## config.mk

```make
export PLATFORM = sky130hd
export DESIGN_NAME = accumulator_control_unit_flat
export DESIGN_NICKNAME = d
export VERILOG_FILES = /design/src/rtl/acu_pkg.sv /design/src/rtl/accumulator_control_unit_if.sv /design/src/rtl/acu_alu.sv /design/src/rtl/accumulator_control_unit.sv /design/src/flat_wrapper.sv
export SDC_FILE = /design/constraint.sdc
export NUM_CORES = 1
export LEC_CHECK = 0
export CELL_PAD_IN_SITES_DETAIL_PLACEMENT = 0
export CELL_PAD_IN_SITES_GLOBAL_PLACEMENT = 1
export CORE_MARGIN = 2
export CORE_UTILIZATION = 35
export DETAILED_ROUTE_END_ITERATION = 8
export PLACE_DENSITY_LB_ADDON = 0.1
export SLEW_MARGIN = 10
export SYNTH_ARGS = -nofsm -noshare
export SYNTH_HDL_FRONTEND = slang
export SYNTH_HIERARCHICAL = 1
export SYNTH_SLANG_ARGS = --single-unit
```

## constraint.sdc

```tcl
create_clock -name clk -period 2 [get_ports clk]
set_clock_uncertainty 0.05 [all_clocks]
set_input_delay 0.4 -clock clk [delete_from_list [all_inputs] [get_ports clk]]
set_output_delay 0.4 -clock clk [all_outputs]
set_load 0.02 [all_outputs]
```

## src/rtl/acu_pkg.sv

```systemverilog
// Shared types and encodings for the accumulator CPU sequencer.
// The INDIRECT state exists only when ACU_INDIRECT_EN is defined.
package acu_pkg;

    typedef enum logic [2:0] {
        ST_IDLE     = 3'd0,
        ST_FETCH    = 3'd1,
        ST_DECODE   = 3'd2,
`ifdef ACU_INDIRECT_EN
        ST_INDIRECT = 3'd3,
`endif
        ST_EXEC     = 3'd4,
        ST_HALT     = 3'd5
    } acu_state_e;

    localparam logic [2:0] OP_ADD = 3'b000;
    localparam logic [2:0] OP_AND = 3'b001;
    localparam logic [2:0] OP_LDA = 3'b010;
    localparam logic [2:0] OP_STA = 3'b011;
    localparam logic [2:0] OP_BUN = 3'b100;
    localparam logic [2:0] OP_BZ  = 3'b101;
    localparam logic [2:0] OP_SUB = 3'b110;
    localparam logic [2:0] OP_SYS = 3'b111;

    localparam int OP_MSB  = 7;
    localparam int OP_LSB  = 5;
    localparam int IND_BIT = 4;
    localparam int ADR_MSB = 3;
    localparam int ADR_LSB = 0;

    localparam logic [7:0] HLT_ENC = 8'hE0;

    // Opcodes whose EXEC cycle needs the memory operand
    function automatic logic op_reads(input logic [2:0] op);
        return (op == OP_ADD) || (op == OP_AND) || (op == OP_LDA) || (op == OP_SUB);
    endfunction

endpackage

```

## src/rtl/accumulator_control_unit_if.sv

```systemverilog
// Memory-side bus of the sequencer: the CPU is master, the unified memory is slave.
interface accumulator_control_unit_if #(
    parameter int ADDR_W = 4,
    parameter int DATA_W = 8
);
    logic [ADDR_W-1:0] mem_addr;
    logic              mem_rd;
    logic              mem_wr;
    logic [DATA_W-1:0] mem_wdata;
    logic [DATA_W-1:0] mem_rdata;

    modport master (output mem_addr, output mem_rd, output mem_wr, output mem_wdata,
                    input  mem_rdata);
    modport slave  (input  mem_addr, input  mem_rd, input  mem_wr, input  mem_wdata,
                    output mem_rdata);
endinterface

```

## src/rtl/acu_alu.sv

```systemverilog
// Combinational accumulator datapath: next AC and carry for the EXEC cycle.
module acu_alu
    import acu_pkg::*;
#(
    parameter int DATA_W = 8
) (
    input  logic [DATA_W-1:0] ac_i,
    input  logic [DATA_W-1:0] m_i,
    input  logic [2:0]        op_i,
    output logic [DATA_W-1:0] ac_o,
    output logic              carry_o,
    output logic              carry_we_o
);

    always_comb begin
        ac_o       = ac_i;
        carry_o    = 1'b0;
        carry_we_o = 1'b0;
        case (op_i)
            OP_ADD: begin
                {carry_o, ac_o} = {1'b0, ac_i} + {1'b0, m_i};
                carry_we_o      = 1'b1;
            end
            OP_AND: ac_o = ac_i & m_i;
            OP_LDA: ac_o = m_i;
            OP_SUB: begin
                ac_o       = ac_i - m_i;
                carry_o    = (ac_i < m_i);
                carry_we_o = 1'b1;
            end
            default: ;
        endcase
    end

endmodule

```

## src/rtl/accumulator_control_unit.sv

```systemverilog
// Fetch/decode/execute sequencer for the 8-bit accumulator CPU.
// Define ACU_INDIRECT_EN to build the INDIRECT state and honour IR[4].
module accumulator_control_unit
    import acu_pkg::*;
#(
    parameter int ADDR_W = 4,
    parameter int DATA_W = 8
) (
    input  logic                        clk,
    input  logic                        rst_n,
    input  logic                        start,
    accumulator_control_unit_if.master  mem,
    output logic [ADDR_W-1:0]           pc,
    output logic [DATA_W-1:0]           ac,
    output logic                        carry,
    output logic                        halted
);

    acu_state_e        state_q, state_d;
    logic [ADDR_W-1:0] pc_q, pc_d;
    logic [ADDR_W-1:0] ar_q, ar_d;
    logic [DATA_W-1:0] ac_q, ac_d;
    logic              carry_q, carry_d;
    // IR is held as its decoded fields
    logic [2:0]        ir_op_q, ir_op_d;
    logic [ADDR_W-1:0] ir_adr_q, ir_adr_d;
`ifdef ACU_INDIRECT_EN
    logic              ir_ind_q, ir_ind_d;
`endif

    logic [DATA_W-1:0] alu_ac;
    logic              alu_carry;
    logic              alu_carry_we;
    logic              is_hlt;

    acu_alu #(.DATA_W(DATA_W)) u_alu (
        .ac_i       (ac_q),
        .m_i        (mem.mem_rdata),
        .op_i       (ir_op_q),
        .ac_o       (alu_ac),
        .carry_o    (alu_carry),
        .carry_we_o (alu_carry_we)
    );

`ifdef ACU_INDIRECT_EN
    assign is_hlt = (ir_op_q == OP_SYS) && !ir_ind_q && (ir_adr_q == '0);
`else
    assign is_hlt = (ir_op_q == OP_SYS) && (ir_adr_q == '0);
`endif

    assign pc     = pc_q;
    assign ac     = ac_q;
    assign carry  = carry_q;
    assign halted = (state_q == ST_HALT);

    always_ff @(posedge clk) begin
        if (!rst_n) begin
            state_q  <= ST_IDLE;
            pc_q     <= '0;
            ar_q     <= '0;
            ac_q     <= '0;
            carry_q  <= 1'b0;
            ir_op_q  <= '0;
            ir_adr_q <= '0;
`ifdef ACU_INDIRECT_EN
            ir_ind_q <= 1'b0;
`endif
        end else begin
            state_q  <= state_d;
            pc_q     <= pc_d;
            ar_q     <= ar_d;
            ac_q     <= ac_d;
            carry_q  <= carry_d;
            ir_op_q  <= ir_op_d;
            ir_adr_q <= ir_adr_d;
`ifdef ACU_INDIRECT_EN
            ir_ind_q <= ir_ind_d;
`endif
        end
    end

    // Bus idles on PC/AC so the memory sees a stable address whenever nothing is accessed
    always_comb begin
        state_d       = state_q;
        pc_d          = pc_q;
        ar_d          = ar_q;
        ac_d          = ac_q;
        carry_d       = carry_q;
        ir_op_d       = ir_op_q;
        ir_adr_d      = ir_adr_q;
`ifdef ACU_INDIRECT_EN
        ir_ind_d      = ir_ind_q;
`endif
        mem.mem_addr  = pc_q;
        mem.mem_rd    = 1'b0;
        mem.mem_wr    = 1'b0;
        mem.mem_wdata = ac_q;

        case (state_q)
            ST_IDLE: begin
                if (start) state_d = ST_FETCH;
            end
            ST_FETCH: begin
                mem.mem_rd = 1'b1;
                ir_op_d    = mem.mem_rdata[OP_MSB:OP_LSB];
                ir_adr_d   = mem.mem_rdata[ADDR_W-1:0];
`ifdef ACU_INDIRECT_EN
                ir_ind_d   = mem.mem_rdata[IND_BIT];
`endif
                pc_d       = pc_q + 1'b1;
                state_d    = ST_DECODE;
            end
            ST_DECODE: begin
                ar_d = ir_adr_q;
                if (ir_op_q == OP_SYS)
                    state_d = is_hlt ? ST_HALT : ST_FETCH;
`ifdef ACU_INDIRECT_EN
                else if (ir_ind_q)
                    state_d = ST_INDIRECT;
`endif
                else
                    state_d = ST_EXEC;
            end
`ifdef ACU_INDIRECT_EN
            ST_INDIRECT: begin
                mem.mem_addr = ar_q;
                mem.mem_rd   = 1'b1;
                ar_d         = mem.mem_rdata[ADDR_W-1:0];
                state_d      = ST_EXEC;
            end
`endif
            ST_EXEC: begin
                if (op_reads(ir_op_q)) begin
                    mem.mem_addr = ar_q;
                    mem.mem_rd   = 1'b1;
                end
                if (ir_op_q == OP_STA) begin
                    mem.mem_addr = ar_q;
                    mem.mem_wr   = 1'b1;
                end
                ac_d = alu_ac;
                if (alu_carry_we) carry_d = alu_carry;
                if ((ir_op_q == OP_BUN) || ((ir_op_q == OP_BZ) && (ac_q == '0)))
                    pc_d = ar_q;
                state_d = ST_FETCH;
            end
            ST_HALT: ;
            default: state_d = ST_IDLE;
        endcase
    end

endmodule

```

## src/flat_wrapper.sv

```systemverilog
// flat-port wrapper written by rule: the top's interface ports become plain ports
module accumulator_control_unit_flat import acu_pkg::*;
#(
    parameter int ADDR_W = 4,
    parameter int DATA_W = 8
)
  (clk, rst_n, start, pc, ac, carry, halted, mem_mem_addr, mem_mem_rd, mem_mem_wr, mem_mem_wdata, mem_mem_rdata);
  accumulator_control_unit_if #(.ADDR_W(ADDR_W), .DATA_W(DATA_W)) mem_i ();
  input  logic clk;
  input  logic rst_n;
  input  logic start;
  output logic [ADDR_W-1:0] pc;
  output logic [DATA_W-1:0] ac;
  output logic carry;
  output logic halted;
  output wire logic [$bits(mem_i.mem_addr)-1:0] mem_mem_addr;
  output wire logic [$bits(mem_i.mem_rd)-1:0] mem_mem_rd;
  output wire logic [$bits(mem_i.mem_wr)-1:0] mem_mem_wr;
  output wire logic [$bits(mem_i.mem_wdata)-1:0] mem_mem_wdata;
  input wire logic [$bits(mem_i.mem_rdata)-1:0] mem_mem_rdata;
  assign mem_mem_addr = mem_i.mem_addr;
  assign mem_mem_rd = mem_i.mem_rd;
  assign mem_mem_wr = mem_i.mem_wr;
  assign mem_mem_wdata = mem_i.mem_wdata;
  assign mem_i.mem_rdata = mem_mem_rdata;
  accumulator_control_unit #(.ADDR_W(ADDR_W), .DATA_W(DATA_W)) u_core (.clk(clk), .rst_n(rst_n), .start(start), .mem(mem_i), .pc(pc), .ac(ac), .carry(carry), .halted(halted));
endmodule
```

==> results of run 1 <==
==> routing by layer <==
metal | share of wire | wire, µm
met2 | 0.48 | 3910
met5 | 0 | 0
met1 | 0.47 | 3870
met3 | 0.036 | 295
met4 | 0.0088 | 72
==> metrics by stage <==
step	total power [mW]	hold slack (ns)	TNS, ns	instances
global route	1.52	0.452	-1.53	500
CTS	1.41	0.431	-0.394	494
finish	1.43	0.428	-0.489	500
detailed placement	1.04	0.416	-6.09	485
floorplan	0.849	0.399	-0.109	323
global placement	1.04	0.416	-5.69	485
==> Yosys cell counts (3+ instances only) <==
master     n
dfxtp_1   27
o31ai_1    3
inv_1     17
mux2_2     5
nor4_1     5
ha_1      18
mux2i_1    6
nand2b_1   7
nor3_1    10
a221oi_1   5
a21oi_1   34
nand3_1    7
nand2_1   56
buf_2      6
xnor2_1    4
nor2b_1    7
buf_4     10
clkbuf_1   4
nor2_1    19
o21ai_0   18
nor3b_1    3
==> area by class of cell <==
| type | instances | share of cell area |
|---|---|---|
| multi-input cells | 254 | 0.535 |
| repair buffers | 116 | 0.259 |
| flip-flops and latches | 27 | 0.148 |
| well taps | 80 | 0.0262 |
| inverters | 19 | 0.0194 |
| clock buffers | 3 | 0.0108 |
| clock inverters | 1 | 0.00131 |
==> power by group through the flow <==
stage	Clock [mW]	Sequential (mW)	Combinational [mW]
final	0.320	0.574	0.541
after global placement	0	0.588	0.451
after global routing	0.354	0.578	0.586
after detailed placement	0	0.589	0.451
after floorplan	0	0.595	0.254
after CTS	0.334	0.576	0.496
==> flip-flops by register name (all words and copies together) (netlist names) <==
register         count
u_core/pc            4
u_core/state_q       3
u_core/carry         1
u_core/ac            8
u_core/ir_op_q       3
u_core/ir_adr_q      4
u_core/ar_q          4
==> cell families after synthesis <==
kind of cell             synth area share
AND/OR/NAND/NOR                     0.257
adder cells (fa/ha/maj)             0.111
multiplexers                       0.0485
AO/OA/AOI/OAI                       0.246
flip-flops                          0.225
buffers and inverters              0.0912
XOR/XNOR                           0.0219
==> cell usage in the layout, fill, tap and decap left out, drive strengths merged, types with 3 or more instances in the layout <==
| cell type | count |
|---|---|
| buf | 85 |
| nand2 | 56 |
| a21oi | 36 |
| dfxtp | 27 |
| clkdlybuf4s50 | 22 |
| o21ai | 20 |
| nor2 | 19 |
| ha | 18 |
| inv | 18 |
| nor3 | 10 |
| nand2b | 7 |
| nand3 | 7 |
| nor2b | 7 |
| mux2i | 6 |
| dlygate4sd2 | 5 |
| clkbuf | 5 |
| mux2 | 5 |
| nor3b | 5 |
| nor4 | 5 |
| a221oi | 5 |
| xnor2 | 4 |
| or3b | 3 |
| o211ai | 3 |
| o31ai | 3 |
==> worst max-delay path by stage <==
stage                         endpoint  slack [ns]  cells after the start
after detailed placement  u_core/ac[4]       -0.70                     12
after global routing      u_core/ac[4]       -0.32                     12
final                     u_core/ac[4]       -0.19                     12
after CTS                 u_core/ac[4]       -0.16                     12
after floorplan           u_core/ac[4]       -0.08                     12
after global placement    u_core/carry       -0.68                     11
==> worst max-delay path: cells and delay by family (launching register included) <==
family	cells	cell delay [ns]
AOI/OAI and AO/OA	6	0.95
xor gates and xnor gates	1	0.09
DFF	1	0.36
and+or+nand+nor	1	0.06
adders and majority gates	2	0.47
buffers and inverters	2	0.09
==> timing repair <==
item / CTS / global route
buffers inserted: 5 / 6
resized for setup: 101 / 46
hold buffers: 0 / 0
endpoints found under the setup margin: 16 / 17
pin swaps: 28 / 32
==> flow_metrics.py, run 1 <==
metrics = {
    "critical_path": {
        "r2r_end": "u_core/ac[4]",
        "slowest_delay_ns": 0.36,
        "cp.arrival_ns": 2.32,
        "crit_slowest_cell": "dfxtp_4",
        "crit_top_cell": "a21oi_1",
        "r2r_cells": 12,
        "cp_cell_sequence": "inv_4 > ha_4 > inv_2 > fa_2 > a21o_1 > a21oi_4 > xnor2_1 > a221o_1 > a21oi_1 > o31ai_1 > nand2_1 > a21oi_1",
        "rrSetupSlack_ns": -0.19,
        "r2r-start": "u_core/ac[0]",
        "path_class": "reg2reg",
        "cp-end-kind": "register",
        "startpoint": "u_core/ac[0]",
        "worstSetupStartpointType": "register",
        "critical_path.max_fanout": 2,
        "crit_required_ns": 2.12,
    },
    "placed_design": {
        "port_buffers": 38,
        "dp_hpwl_um": 5850,
        "post_dp_cell_area_um2": 3260,
        "place.gp.congestion": 0.925,
        "pre_cts_ws_ns": -0.703,
    },
    "global_routing": {
        "track_usage": 0.219,
        "met1_usage": 0.316,
        "grt_max_degree": 28,
        "grt_use_met3": 0.0267,
        "grt_pass1_vias": 2573,
        "antenna_found_initial": 0,
        "overflow": 0,
        "grt.busiest_layer": "met2",
        "grt_pass1_wl_um": 13100,
        "grt_util_met2": 0.354,
    },
    "finish": {
        "regArea_um2": 563,
        "utilization": 0.568,
        "drive_above_1_share": 0.414,
        "syn_to_final_growth_pct": 59.0,
        "fillers": 640,
        "fin_nets": 452,
        "n_antenna_cell": 0,
        "finish.instance_area_um2": 3810,
        "multiInputGateArea_um2": 2040,
    },
    "clocking": {
        "tritoncts": "yes",
        "root_buffer": "clkbuf_8",
        "cts_inserted_buffers": 3,
        "clk_path_buf_depth": 2,
        "clock_latency_ns": 0.27,
        "cts_sinks": 27,
        "ctsHtreeMaxLevel": 1,
        "clk_pin_slew_ns": 0.10,
    },
    "worst_hold_path": {
        "worstHoldStart": "u_core/ir_adr_q[0]",
        "hold_depth": 2,
        "hold_class": "reg2reg",
        "hold_end": "u_core/ir_adr_q[0]",
    },
    "flow_run": {
        "cap_violations": 0,
    },
    "logic_synthesis": {
        "synthFlopType": "dfxtp_1",
        "synth_area_per_cell_um2": 7.43,
        "synth_area_leaders": "dfxtp_1, ha_1, nand2_1",
        "ys_ff_latch": 27,
        "yosys_warnings": 6,
        "synth_seq_area_share": 0.225,
        "syn_nets": 354,
        "synth.distinct_cells": 61,
        "synthArstFlopShare": 0,
        "synthCells": 323,
        "yosysTopAreaCellShare": 0.225,
        "syn_area_um2": 2400,
        "synth_enable_flop_cells": 0,
        "yosysTopAreaCell": "dfxtp_1",
    },
    "drt": {
        "viasPerCell": 5.30,
        "drc": 0,
        "dr.first_iter.drc_count": 104,
        "firstDrtPassIters": 4,
        "dr_total_vias": 2650,
        "wl_per_cell_um": 16.3,
        "wirelength_um": 8150,
        "antenna_left": 0,
    },
    "pwr": {
        "intPower_uw": 953,
        "switching_share": 0.336,
        "combPwrFrac": 0.377,
        "power_density_nw_per_um2": 376,
        "p_leak_nw": 1.56,
        "seqPwrFrac": 0.400,
        "power.switching_uw": 482,
        "ir_drop_mv": 0.288,
        "clkPwrFrac": 0.223,
    },
    "floorplan": {
        "die-width_um": 86.8,
        "num_io_pins": 39,
        "rows": 30,
        "dieArea_um2": 7540,
        "core_um2": 6720,
        "die_h_um": 86.8,
        "initial_utilization": 0.357,
    },
    "sta": {
        "min_period_over_period": 1.10,
        "worstMarginPinSlew_ns": 0.573,
        "period_needed_ns": 2.19,
        "maxSlewViolCount": 0,
        "finalSetupViolCount": 6,
        "relSlewSlack": 0.616,
        "hold_viol": 0,
        "fin_ws_ns": -0.195,
        "rsz0062_at_grt": "yes",
        "fmax_ghz": 0.456,
    },
    "outcome": {
        "status": "finished, violations left",
        "violations": "negative setup slack",
    },
}
Note: power is estimated with default switching activity, not from simulation.
==> inputs of run 2 (changes only) <==
- SETUP_SLACK_MARGIN: unset -> 0.3
==> run 2 against run 1 <==
The run still ends with negative setup slack left. Die area is the same. Core utilization shrank 1.2 points. Cell count shrank 0.20%. Largest power group unchanged. Via count grew 2.9%. Fmax grew 0.53%. Critical path type unchanged. Sequential share of layout area grew 0.22 points. Clock power grew 9.1%.
==> flow_metrics.py, run 2 (same netlist as run 1, synthesis figures left out) <==
metrics = {
    "placed_design": {
        "post_dp_cell_area_um2": 3290,
        "pre_cts_ws_ns": -0.792,
        "placed_cells": 484,
        "port_buffers": 38,
        "dp_hpwl_um": 5970,
        "place.gp.congestion": 0.925,
    },
    "clocking": {
        "tritoncts": "yes",
        "cts_inserted_buffers": 3,
        "clk_path_buf_depth": 2,
        "root_buffer": "clkbuf_8",
        "clock_latency_ns": 0.28,
        "clk_pin_slew_ns": 0.11,
        "ctsHoldBuffers": 0,
        "ctsHtreeMaxLevel": 1,
        "cts_sinks": 27,
    },
    "critical_path": {
        "path_class": "reg2reg",
        "crit_required_ns": 2.18,
        "cp_cell_sequence": "inv_4 > ha_4 > inv_2 > fa_2 > a21o_1 > a21oi_2 > xnor2_1 > a221o_1 > a21oi_2 > o31ai_1 > nand2_1 > a21oi_2",
        "cp-end-kind": "register",
        "critical_path.max_fanout": 3,
        "crit_slowest_cell": "dfxtp_4",
        "cp.arrival_ns": 2.36,
        "crit_top_cell": "a21oi_2",
        "slowest_delay_ns": 0.38,
        "worstSetupStartpointType": "register",
    },
    "drt": {
        "firstDrtPassIters": 5,
        "dr_total_vias": 2726,
        "dr.first_iter.drc_count": 124,
        "drc": 0,
        "wirelength_um": 8090,
        "antenna_left": 0,
        "wl_per_cell_um": 16.2,
        "viasPerCell": 5.46,
    },
    "global_routing": {
        "grt_pass1_vias": 2505,
        "grt_pass1_wl_um": 12600,
        "track_usage": 0.213,
        "antenna_found_initial": 0,
        "grt_max_degree": 28,
        "overflow": 0,
    },
    "sta": {
        "finalSetupViolCount": 7,
        "worstMarginPinSlew_ns": 0.792,
        "rsz0062_at_grt": "yes",
        "min_period_over_period": 1.09,
        "hold_viol": 0,
        "maxSlewViolCount": 0,
        "fin_ws_ns": -0.183,
        "fmax_ghz": 0.458,
        "period_needed_ns": 2.18,
        "relSlewSlack": 0.468,
    },
    "pwr": {
        "power_mw": 1.45,
        "p_leak_nw": 1.62,
        "ir_drop_mv": 0.362,
        "power_density_nw_per_um2": 388,
    },
    "finish": {
        "fillers": 649,
        "fin_nets": 451,
        "mostFrequentLayoutCells": "buf_4, nand2_1, a21oi_1, dlygate4sd2_1, dfxtp_1",
        "fin_cells": 499,
        "n_antenna_cell": 0,
        "syn_to_final_growth_pct": 55.6,
        "utilization": 0.556,
        "final_common_cell": "buf_4",
        "largest_register_ffs": 8,
        "regArea_um2": 559,
        "finish.instance_area_um2": 3730,
        "multiInputGateArea_um2": 1970,
        "drive_above_1_share": 0.399,
    },
    "worst_hold_path": {
        "hold_class": "in2reg",
    },
    "floorplan": {
        "die_h_um": 86.8,
        "rows": 30,
        "num_io_pins": 39,
        "core_um2": 6720,
        "initial_utilization": 0.357,
        "dieArea_um2": 7540,
        "die-width_um": 86.8,
    },
    "outcome": {
        "status": "finished, violations left",
        "violations": "negative setup slack",
    },
    "flow_run": {
        "cap_violations": 0,
    },
}
## run 2: per-stage QoR
step	hold WS [ns]	TNS (ns)
final	0.318	-0.511
after detailed placement	0.415	-5.46
after CTS	0.431	-1.07
after floorplan	0.399	-0.0880
after global routing	0.340	-1.41
after global placement	0.415	-5.28
## run 2: timing repair
item | 4_1_cts | 5_1_grt
pin swaps | 19 | 31
buffers inserted | 6 | 5
resized for setup | 95 | 56
setup endpoints to repair | 41 | 26
## run 2: worst max-delay path: cells and delay by family (launching register included)
kind | cells | cell delay [ns]
simple gates | 1 | 0.10
fa+ha+maj | 2 | 0.46
compound gates | 6 | 0.92
buf+inv | 2 | 0.10
flops | 1 | 0.38
xor+xnor | 1 | 0.14
## run 2: worst paths after layout
| path | start | end | slack, ns | cells after the start |
|---|---|---|---|---|
| max | u_core/ac[0] | u_core/ac[4] | -0.18 | 12 |
| min reg2reg | u_core/ir_adr_q[2] | u_core/ir_adr_q[2] | 0.43 | 2 |
| min | mem_mem_rdata[1] | u_core/ir_adr_q[1] | 0.32 | 3 |
| max reg2reg | u_core/ac[0] | u_core/ac[4] | -0.18 | 12 |
## run 2: cell type report
type / instances / area share
Multi-Input combinational cell: 254 / 0.528
Timing Repair Buffer: 115 / 0.263
Sequential cell: 27 / 0.150
Tap cell: 80 / 0.0268
Inverter: 19 / 0.0198
Clock buffer: 3 / 0.0111
Clock inverter: 1 / 0.00201
## run 2: report_power, final
group / internal [mW] / switching (mW)
Clock: 0.142 / 0.206
Combinational: 0.254 / 0.271
Sequential: 0.555 / 0.0221
## run 2: routing by layer
| metal | global-route usage | vias up | part of all wire |
|---|---|---|---|
| met3 | 0.0229 | 4 | 0.039 |
| met5 | 0 | - | 0 |
| li1 | - | 1334 | - |
| met4 | 0.0511 | 0 | 0.0063 |
| met2 | 0.343 | 66 | 0.48 |
| met1 | 0.304 | 1322 | 0.47 |
==> inputs of run 3 (changes only) <==
- TNS_END_PERCENT: unset -> 50
==> run 3 against run 2 <==
The run still ends with negative setup slack left. Sequential share of layout area is 0.21 points higher. Flip-flop and latch count stayed put. Fmax is 1.2% higher. Final area is 0.74% lower. Hold slack better by 0.11 ns. Non-clock buffer count is 3 lower. Sequential power is 0.7% lower. Power is 2.2% lower. First-iteration DRC count is 21% higher. Register-to-register slack better by 0.03 ns. Clock power is 6.6% lower. Critical path depth stayed put. Critical path type unchanged.
==> flow_metrics.py, run 3 (same netlist as run 1, synthesis figures left out) <==
metrics = {
    "sta": {
        "min_period_over_period": 1.08,
        "period_needed_ns": 2.16,
        "finalSetupViolCount": 9,
        "relSlewSlack": 0.621,
        "rsz0062_at_grt": "yes",
        "maxSlewViolCount": 0,
        "fin_ws_ns": -0.156,
        "fmax_ghz": 0.464,
        "hold_viol": 0,
        "worstMarginPinSlew_ns": 0.565,
        "whs_ns": 0.429,
    },
    "pwr": {
        "p_leak_nw": 1.59,
        "ir_drop_mv": 0.226,
        "power_density_nw_per_um2": 383,
    },
    "critical_path": {
        "crit_required_ns": 2.12,
        "rrSetupSlack_ns": -0.16,
        "slowest_delay_ns": 0.37,
        "cp_cell_sequence": "inv_4 > ha_4 > inv_2 > fa_2 > a21o_1 > a21oi_2 > xnor2_1 > a221o_1 > a21oi_1 > o31ai_1 > nand2_1 > a21oi_1",
        "crit_slowest_cell": "dfxtp_4",
        "crit_top_cell": "a21oi_1",
        "worstSetupStartpointType": "register",
        "cp-end-kind": "register",
        "critical_path.max_fanout": 3,
        "cp.arrival_ns": 2.28,
        "path_class": "reg2reg",
    },
    "global_routing": {
        "grt_pass1_wl_um": 12700,
        "grt_util_met2": 0.352,
        "overflow": 0,
        "track_usage": 0.216,
        "met1_usage": 0.302,
        "antenna_found_initial": 0,
        "grt_max_degree": 28,
        "grt.busiest_layer": "met2",
        "grt_use_met3": 0.0295,
        "grt_pass1_vias": 2548,
    },
    "clocking": {
        "ctsHtreeMaxLevel": 1,
        "cts_sinks": 27,
        "clk_pin_slew_ns": 0.10,
        "root_buffer": "clkbuf_8",
        "clock_latency_ns": 0.28,
        "tritoncts": "yes",
        "ctsHoldBuffers": 0,
        "cts_inserted_buffers": 3,
        "clk_path_buf_depth": 2,
    },
    "floorplan": {
        "rows": 30,
        "core_um2": 6720,
        "num_io_pins": 39,
        "initial_utilization": 0.357,
        "dieArea_um2": 7540,
        "die_h_um": 86.8,
        "die-width_um": 86.8,
    },
    "finish": {
        "mostFrequentLayoutCells": "buf_4, nand2_1, a21oi_1, dlygate4sd2_1",
        "fin_nets": 448,
        "syn_to_final_growth_pct": 54.4,
        "largest_register_ffs": 8,
        "n_antenna_cell": 0,
        "fin_cells": 496,
        "finish.instance_area_um2": 3710,
        "final_common_cell": "buf_4",
        "utilization": 0.552,
        "drive_above_1_share": 0.397,
    },
    "drt": {
        "wl_per_cell_um": 16.0,
        "viasPerCell": 5.25,
        "dr.first_iter.drc_count": 150,
        "drc": 0,
        "wirelength_um": 7960,
        "firstDrtPassIters": 4,
        "dr_total_vias": 2603,
        "antenna_left": 0,
    },
    "placed_design": {
        "post_dp_cell_area_um2": 3240,
        "dp_hpwl_um": 5870,
        "place.gp.congestion": 0.909,
        "pre_cts_ws_ns": -0.736,
        "placed_cells": 479,
        "port_buffers": 38,
    },
    "outcome": {
        "status": "finished, violations left",
        "violations": "negative setup slack",
    },
    "flow_run": {
        "cap_violations": 0,
    },
    "worst_hold_path": {
        "hold_class": "reg2reg",
    },
}
run 3: cell types whose count changed in the layout (fill, tap and decap cells not counted), moves of 4 or more:
cell           previous run  this run
o21ai_0                  10        15
a21oi_2                  10         5
dlygate4sd2_1            19        23
a21oi_1                  26        30
o21ai_1                   9         3
run 3: worst max-delay path, delay by kind of cell, from the launching register on:
family          cells  cell delay, ns
compound gates      6            0.93
fa+ha+maj           2            0.44
flops               1            0.37
buf+inv             2            0.09
xor+xnor            1            0.08
simple gates        1            0.07
run 3: final timing paths:
kind,cells past startpoint,to,start
worst max-delay path,12,u_core/ac[4],u_core/ac[0]
worst min-delay path,2,u_core/carry,u_core/carry
worst max register to register,12,u_core/ac[4],u_core/ac[0]
worst min register to register,2,u_core/carry,u_core/carry
run 3: power breakdown:
group | leakage (nW) | switching [mW] | internal, mW
sequential | 0.225 | 0.0203 | 0.553
combinational | 1.35 | 0.270 | 0.248
clock | 0.0228 | 0.183 | 0.143
run 3: timing repair:
action / in CTS / in global routing
pin swaps: 39 / 24
buffers inserted: 9 / 4
endpoints found under the setup margin: 41 / 21
cloned: 0 / 0
gates resized for setup: 135 / 17
run 3: routing by layer:
layer  share of wire  wire length, µm
met1            0.49             3880
met2            0.47             3760
met3           0.030              239
met4           0.011               84
met5               0                0
run 3: layout make-up:
cell class / count / area (µm²)
sequential: 27 / 563
tap: 80 / 100
fill: 661 / 3010
multi-input combinational: 254 / 1980
clock buffer: 4 / 45.0
timing repair buffer: 112 / 946
inverter: 19 / 73.8
run 3: stage by stage:
step	total power, mW	TNS [ns]
floorplan	0.852	-0.0932
global placement	1.04	-5.52
detailed placement	1.04	-5.77
CTS	1.42	-0.427
global route	1.51	-1.67
finish	1.42	-0.603
